--- config.mk ---
export PLATFORM = sky130hd
export DESIGN_NAME = ste_shift_engine_flat
export DESIGN_NICKNAME = d
export VERILOG_FILES = /design/src/rtl/ste_shift_pkg.sv /design/src/rtl/ste_shift_engine_if.sv /design/src/rtl/ste_shift_cnt.sv /design/src/rtl/ste_shift_engine.sv /design/src/flat_wrapper.sv
export SDC_FILE = /design/constraint.sdc
export NUM_CORES = 1
export LEC_CHECK = 0
export CORE_ASPECT_RATIO = 0.9
export CORE_UTILIZATION = 50
export DETAILED_ROUTE_END_ITERATION = 6
export PLACE_DENSITY_LB_ADDON = 0.1
export RECOVER_POWER = 25
export SLEW_MARGIN = 40
export SYNTH_ARGS = -nofsm -noshare
export SYNTH_HDL_FRONTEND = slang
export SYNTH_SLANG_ARGS = --single-unit
--- constraint.sdc ---
create_clock -name clk -period 2 [get_ports clk]
set_input_delay 0.4 -clock clk [delete_from_list [all_inputs] [get_ports clk]]
set_output_delay 0.4 -clock clk [all_outputs]
set_load 0.005 [all_outputs]
--- src/rtl/ste_shift_pkg.sv ---
// rtl/ste_shift_pkg.sv - shared types and parameter checks for the shift engine
package ste_shift_pkg;

    typedef enum logic {
        IDLE  = 1'b0,
        SHIFT = 1'b1
    } ste_shift_state_t;

    // Only 1, 2 or 4 lanes map onto the SPI/DSPI/QSPI PHYs this engine feeds.
    function automatic bit lanes_ok(input int lanes);
        return (lanes == 1) || (lanes == 2) || (lanes == 4);
    endfunction

endpackage

--- src/rtl/ste_shift_engine_if.sv ---
// rtl/ste_shift_engine_if.sv - parallel load and receive-word channel of the shift engine
interface ste_shift_engine_if #(
    parameter int SHIFT_W = 24
);
    logic               msb_first_i;
    logic               ld_valid_i;
    logic [SHIFT_W-1:0] ld_data_i;
    logic               ld_ready_o;
    logic               rx_valid_o;
    logic [SHIFT_W-1:0] rx_data_o;

    modport master (
        output msb_first_i, ld_valid_i, ld_data_i,
        input  ld_ready_o, rx_valid_o, rx_data_o
    );

    modport slave (
        input  msb_first_i, ld_valid_i, ld_data_i,
        output ld_ready_o, rx_valid_o, rx_data_o
    );
endinterface

--- src/rtl/ste_shift_cnt.sv ---
// rtl/ste_shift_cnt.sv - beat down-counter with load, decrement, clear and last-beat flag
module ste_shift_cnt #(
    parameter int               CNT_W    = 5,
    parameter logic [CNT_W-1:0] LOAD_VAL = '1
) (
    input  logic             clk,
    input  logic             reset_i,
    input  logic             clr_i,
    input  logic             load_i,
    input  logic             dec_i,
    output logic [CNT_W-1:0] cnt_o,
    output logic             last_o
);
    logic [CNT_W-1:0] cnt_q;
    logic [CNT_W-1:0] cnt_d;

    always_comb begin
        cnt_d = cnt_q;
        if (clr_i) begin
            cnt_d = '0;
        end else if (load_i) begin
            cnt_d = LOAD_VAL;
        end else if (dec_i && (cnt_q != '0)) begin
            cnt_d = cnt_q - 1'b1;
        end
    end

    always_ff @(posedge clk) begin
        if (reset_i) begin
            cnt_q <= '0;
        end else begin
            cnt_q <= cnt_d;
        end
    end

    assign cnt_o  = cnt_q;
    assign last_o = (cnt_q == CNT_W'(1));
endmodule

--- src/rtl/ste_shift_engine.sv ---
// rtl/ste_shift_engine.sv - full-duplex parallel-to-serial / serial-to-parallel shift engine
module ste_shift_engine
    import ste_shift_pkg::*;
#(
    parameter int SHIFT_W = 24,
    parameter int LANES   = 1
) (
    input  logic             clk,
    input  logic             reset_i,
    input  logic             clr_i,
    input  logic             shift_en_i,
    input  logic [LANES-1:0] din_i,
    output logic [LANES-1:0] dout_o,
    output logic             busy_o,
    ste_shift_engine_if.slave ld_if
);
    localparam int               BEATS   = SHIFT_W / LANES;
    localparam int               CNT_W   = $clog2(BEATS + 1);
    localparam logic [CNT_W-1:0] BEATS_C = CNT_W'(BEATS);

    if (!lanes_ok(LANES) || ((SHIFT_W % LANES) != 0)) begin : g_bad_cfg
        $error("ste_shift_engine: LANES must be 1, 2 or 4 and divide SHIFT_W");
    end

    ste_shift_state_t   state_q;
    logic [SHIFT_W-1:0] shreg_q;
    logic [SHIFT_W-1:0] shreg_d;
    logic               dir_q;
    logic [SHIFT_W-1:0] rx_data_q;
    logic               rx_valid_q;
    logic [CNT_W-1:0]   cnt;
    logic               cnt_last;
    logic               load_fire;
    logic               beat;

    assign load_fire = (state_q == IDLE) && ld_if.ld_valid_i;
    // The nonzero guard keeps the counter from ever wrapping below zero.
    assign beat      = (state_q == SHIFT) && shift_en_i && (cnt != '0);

    assign shreg_d = dir_q ? {shreg_q[SHIFT_W-LANES-1:0], din_i}
                           : {din_i, shreg_q[SHIFT_W-1:LANES]};

    ste_shift_cnt #(
        .CNT_W    (CNT_W),
        .LOAD_VAL (BEATS_C)
    ) u_cnt (
        .clk     (clk),
        .reset_i (reset_i),
        .clr_i   (clr_i),
        .load_i  (load_fire),
        .dec_i   (beat),
        .cnt_o   (cnt),
        .last_o  (cnt_last)
    );

    always_ff @(posedge clk) begin
        if (reset_i) begin
            state_q    <= IDLE;
            shreg_q    <= '0;
            dir_q      <= 1'b1;
            rx_data_q  <= '0;
            rx_valid_q <= 1'b0;
        end else if (clr_i) begin
            // Abort keeps the last good receive word visible.
            state_q    <= IDLE;
            shreg_q    <= '0;
            dir_q      <= 1'b1;
            rx_valid_q <= 1'b0;
        end else begin
            rx_valid_q <= 1'b0;
            case (state_q)
                IDLE: begin
                    if (load_fire) begin
                        shreg_q <= ld_if.ld_data_i;
                        dir_q   <= ld_if.msb_first_i;
                        state_q <= SHIFT;
                    end
                end
                SHIFT: begin
                    if (beat) begin
                        shreg_q <= shreg_d;
                        if (cnt_last) begin
                            state_q    <= IDLE;
                            rx_data_q  <= shreg_d;
                            rx_valid_q <= 1'b1;
                        end
                    end
                end
                default: state_q <= IDLE;
            endcase
        end
    end

    assign busy_o           = (state_q == SHIFT);
    assign ld_if.ld_ready_o = (state_q == IDLE);
    assign ld_if.rx_valid_o = rx_valid_q;
    assign ld_if.rx_data_o  = rx_data_q;
    assign dout_o = !busy_o ? '0
                  : (dir_q ? shreg_q[SHIFT_W-1 -: LANES] : shreg_q[LANES-1:0]);
endmodule

--- src/flat_wrapper.sv ---
// flat-port wrapper written by rule: the top's interface ports become plain ports
module ste_shift_engine_flat import ste_shift_pkg::*;
#(
    parameter int SHIFT_W = 24,
    parameter int LANES   = 1
)
  (clk, reset_i, clr_i, shift_en_i, din_i, dout_o, busy_o, ld_if_msb_first_i, ld_if_ld_valid_i, ld_if_ld_data_i, ld_if_ld_ready_o, ld_if_rx_valid_o, ld_if_rx_data_o);
  ste_shift_engine_if #(.SHIFT_W(SHIFT_W)) ld_if_i ();
  input  logic clk;
  input  logic reset_i;
  input  logic clr_i;
  input  logic shift_en_i;
  input  logic [LANES-1:0] din_i;
  output logic [LANES-1:0] dout_o;
  output logic busy_o;
  input wire logic [$bits(ld_if_i.msb_first_i)-1:0] ld_if_msb_first_i;
  input wire logic [$bits(ld_if_i.ld_valid_i)-1:0] ld_if_ld_valid_i;
  input wire logic [$bits(ld_if_i.ld_data_i)-1:0] ld_if_ld_data_i;
  output wire logic [$bits(ld_if_i.ld_ready_o)-1:0] ld_if_ld_ready_o;
  output wire logic [$bits(ld_if_i.rx_valid_o)-1:0] ld_if_rx_valid_o;
  output wire logic [$bits(ld_if_i.rx_data_o)-1:0] ld_if_rx_data_o;
  assign ld_if_i.msb_first_i = ld_if_msb_first_i;
  assign ld_if_i.ld_valid_i = ld_if_ld_valid_i;
  assign ld_if_i.ld_data_i = ld_if_ld_data_i;
  assign ld_if_ld_ready_o = ld_if_i.ld_ready_o;
  assign ld_if_rx_valid_o = ld_if_i.rx_valid_o;
  assign ld_if_rx_data_o = ld_if_i.rx_data_o;
  ste_shift_engine #(.SHIFT_W(SHIFT_W), .LANES(LANES)) u_core (.clk(clk), .reset_i(reset_i), .clr_i(clr_i), .shift_en_i(shift_en_i), .din_i(din_i), .dout_o(dout_o), .busy_o(busy_o), .ld_if(ld_if_i));
endmodule
==> flow_metrics.tcl <==
set metrics [dict create \
    synthTopCellsByCount "56 x dfxtp_1, 49 x mux2i_1, 29 x nor2_1" \
    rrSetupSlack_ns 0.12 \
    wl_microns 6590 \
    crit_fanout 12 \
    gp_congestion 0.857 \
    p_leak_nw 1.51 \
    skew_ns 0.0102 \
    avgSynthCellArea_sq_um 9.31 \
    yosysTopAreaCell "dfxtp_1" \
    max_freq_mhz 531 \
    synth_edf_count 0 \
    critPathRequiredTime_ns 2.24 \
    clock_path_buffers 2 \
    final_util_pct 67.7 \
    ios 59 \
    antenna_found_initial 0 \
    hp-start "u_core.shreg_q[11]" \
    dr.first_iter.drc_count 170 \
    drive_gt1_share_pct 8.57 \
    power.density_nw_per_um2 586 \
    synth.area.top_cells "dfxtp_1 40%, mux2i_1 18%, a211o_1 7.6%" \
    ys_warn_count 0 \
    grt_pass1_wl_microns 10700 \
    cp_slowest_stage_delay_ns 0.51 \
    setup_violations 0 \
    end_kind "flop" \
    async_flop_share_pct 0 \
    hp-class "reg2reg" \
    num_rows 25 \
    finalHoldViolCount 0 \
    cts_buffers 5 \
    finalCriticalPeriod_ns 1.88 \
    reg2reg_depth 6 \
    finalSetupTns_ns 0 \
    crit_type "reg2reg" \
    crit_path_start "u_core.u_cnt.cnt_o[0]" \
    finalCritPeriodShare_pct 94.2 \
    synth_most_common_cell "dfxtp_1" \
    grt_max_degree 49 \
    start_util_pct 52.3 \
    core_sq_um 5320 \
    post-synth-top-area-fraction_pct 40.3 \
    cp-start-kind "flop" \
    hold_path_depth 2 \
    dp.final_hpwl_microns 4410 \
    synth_seq_cells 56 \
    dieWidth_microns 80.6 \
    timing.rr.end "u_core.shreg_q[18]" \
    grt_pass1_vias 2217 \
    syn_area_sq_um 2780 \
    rr_startpoint "u_core.u_cnt.cnt_o[0]" \
    htree_levels 2 \
    place_area_sq_um 3470 \
    synthCells 299 \
    status "complete, no violations" \
    hold_slack_ns 0.484 \
    finalMaxSlewViolations 0 \
    tightest_slew_ns 0.668 \
    firstDrtPassIters 4 \
    grt_use_total_pct 23.3 \
    nets 383 \
    crit_chain "inv_1 > ha_4 > or4b_4 > a21oi_4 > clkbuf_16 > mux2i_1" \
    grt.overflow.total 0 \
    diodes 0 \
    cts_root_buffer "clkbuf_8" \
    dieArea_sq_um 5870 \
    post-route-drc-count 0 \
    cts_sinks 56 \
    slew_headroom_pct 54.8 \
    io_buffers 58 \
    clock_latency_ns 0.31 \
    total_power_mw 2.11 \
    via_per_inst 5.76 \
    vias 2403 \
    die_height_microns 72.8 \
    final_area_sq_um 3600 \
    synth_ff_type "dfxtp_1" \
    routedWlPerCell_microns 15.8 \
    max-vdd-ir-drop_v 0.000366 \
    maxCapViolations 0 \
    cts_tree "built" \
    rsz0062_at_grt "false" \
    cts.clk_slew.worst_paths_ns 0.10 \
    arrival_ns 2.12 \
    cp_slowest_cell "or4b_4" \
    yosysSeqAreaShare_pct 40.3 \
    drt.antenna.violating_nets 0 \
    min_to "u_core.shreg_q[11]" \
    ys_types 32 \
    syn-num-nets 333 \
    area.growth.synth_to_final_pct 29.3 \
]
==> final cells by class <==
class                      count  area, sq um
clock inverter                 2         13.8
tap                           67         83.8
sequential                    56         1120
inverter                       4         15.0
multi-input combinational    209         1520
clock buffer                   6         82.6
fill                         454         1720
timing repair buffer          73          757
==> stage by stage <==
| step | worst slack (ns) | cells |
|---|---|---|
| 4_1_cts | 0.00891 | 416 |
| 5_1_grt | 0.0151 | 417 |
| 3_5_place_dp | 0.0242 | 408 |
| 6_report | 0.116 | 417 |
| 2_1_floorplan | 0.215 | 299 |
| 3_3_place_gp | 0.0799 | 408 |
==> sequential cells by signal, summed over array words and instances (netlist names) <==
register and cells:
u_core.busy_o 1, u_core.dir_q 1, u_core.ld_if.rx_data_o 24, u_core.ld_if.rx_valid_o 1, u_core.shreg_q 24, u_core.u_cnt.cnt_o 5
==> repair_timing <==
item / in CTS / in global routing
setup endpoints to repair: 0 / 27
endpoints found under the hold margin: 0 / 0
hold buffers: 0 / 0
gates resized for setup: 0 / 4
setup buffers: 0 / 0
==> routing by layer <==
layer  share of wire (%)  track usage [%]  vias up
met5                   0                0        -
met2                  46             36.3       72
met4                0.73             5.36        0
met1                  47             33.5     1120
met3                 5.6             4.13        4
li1                    -                -     1207
==> layout by cell type (no fill, tap or decap), types with 2 or more instances in the layout <==
| cell | netlist | routed |
|---|---|---|
| o21ai_0 | 3 | 3 |
| buf_4 | 0 | 9 |
| a311oi_1 | 24 | 24 |
| nor2_1 | 29 | 29 |
| clkdlybuf4s50_1 | 0 | 41 |
| dfxtp_1 | 56 | 54 |
| dlygate4sd3_1 | 0 | 17 |
| nand2_1 | 28 | 28 |
| buf_12 | 2 | 4 |
| or4_1 | 2 | 2 |
| ha_1 | 3 | 2 |
| a21oi_1 | 28 | 28 |
| mux2i_1 | 49 | 49 |
| clkbuf_8 | 0 | 6 |
| a31oi_1 | 2 | 2 |
| nand3_1 | 2 | 2 |
| dfxtp_2 | 0 | 2 |
| a211o_1 | 24 | 24 |
| inv_1 | 4 | 4 |
==> logic make-up (layout without fill, tap and decap cells) <==
logic type	Yosys count	after routing	share of synthesized area (%)
buf+inv	34	85	6.30
fa+ha+maj	3	3	1.35
flops	56	56	40.3
simple gates	72	72	11.9
mux	49	49	17.6
compound gates	85	85	22.6
==> worst max-delay path by stage <==
| stage | to | slack (ns) | cells past startpoint |
|---|---|---|---|
| floorplan | u_core.shreg_q[12] | 0.22 | 6 |
| global placement | u_core.ld_if.rx_data_o[17] | 0.08 | 5 |
| detailed placement | u_core.ld_if.rx_data_o[8] | 0.02 | 5 |
| CTS | dout_o | 0.009 | 3 |
| global route | dout_o | 0.02 | 3 |
| finish | u_core.shreg_q[18] | 0.12 | 6 |
==> report_power, final <==
part           switching, mW  internal [mW]  leakage (nW)  total [mW]
sequential            0.0238           1.14         0.454        1.16
clock                  0.375          0.284        0.0516       0.660
combinational          0.135          0.154          1.00       0.289
==> worst max-delay path, delay by kind of cell (launching register included) <==
family / cells / cell delay (ns)
buffers and inverters: 2 / 0.37
multiplexers: 1 / 0.18
AND/OR/NAND/NOR: 1 / 0.51
adder cells (fa/ha/maj): 1 / 0.18
AO/OA/AOI/OAI: 1 / 0.23
flip-flops: 1 / 0.34
Note: power is estimated with default switching activity, not from simulation.
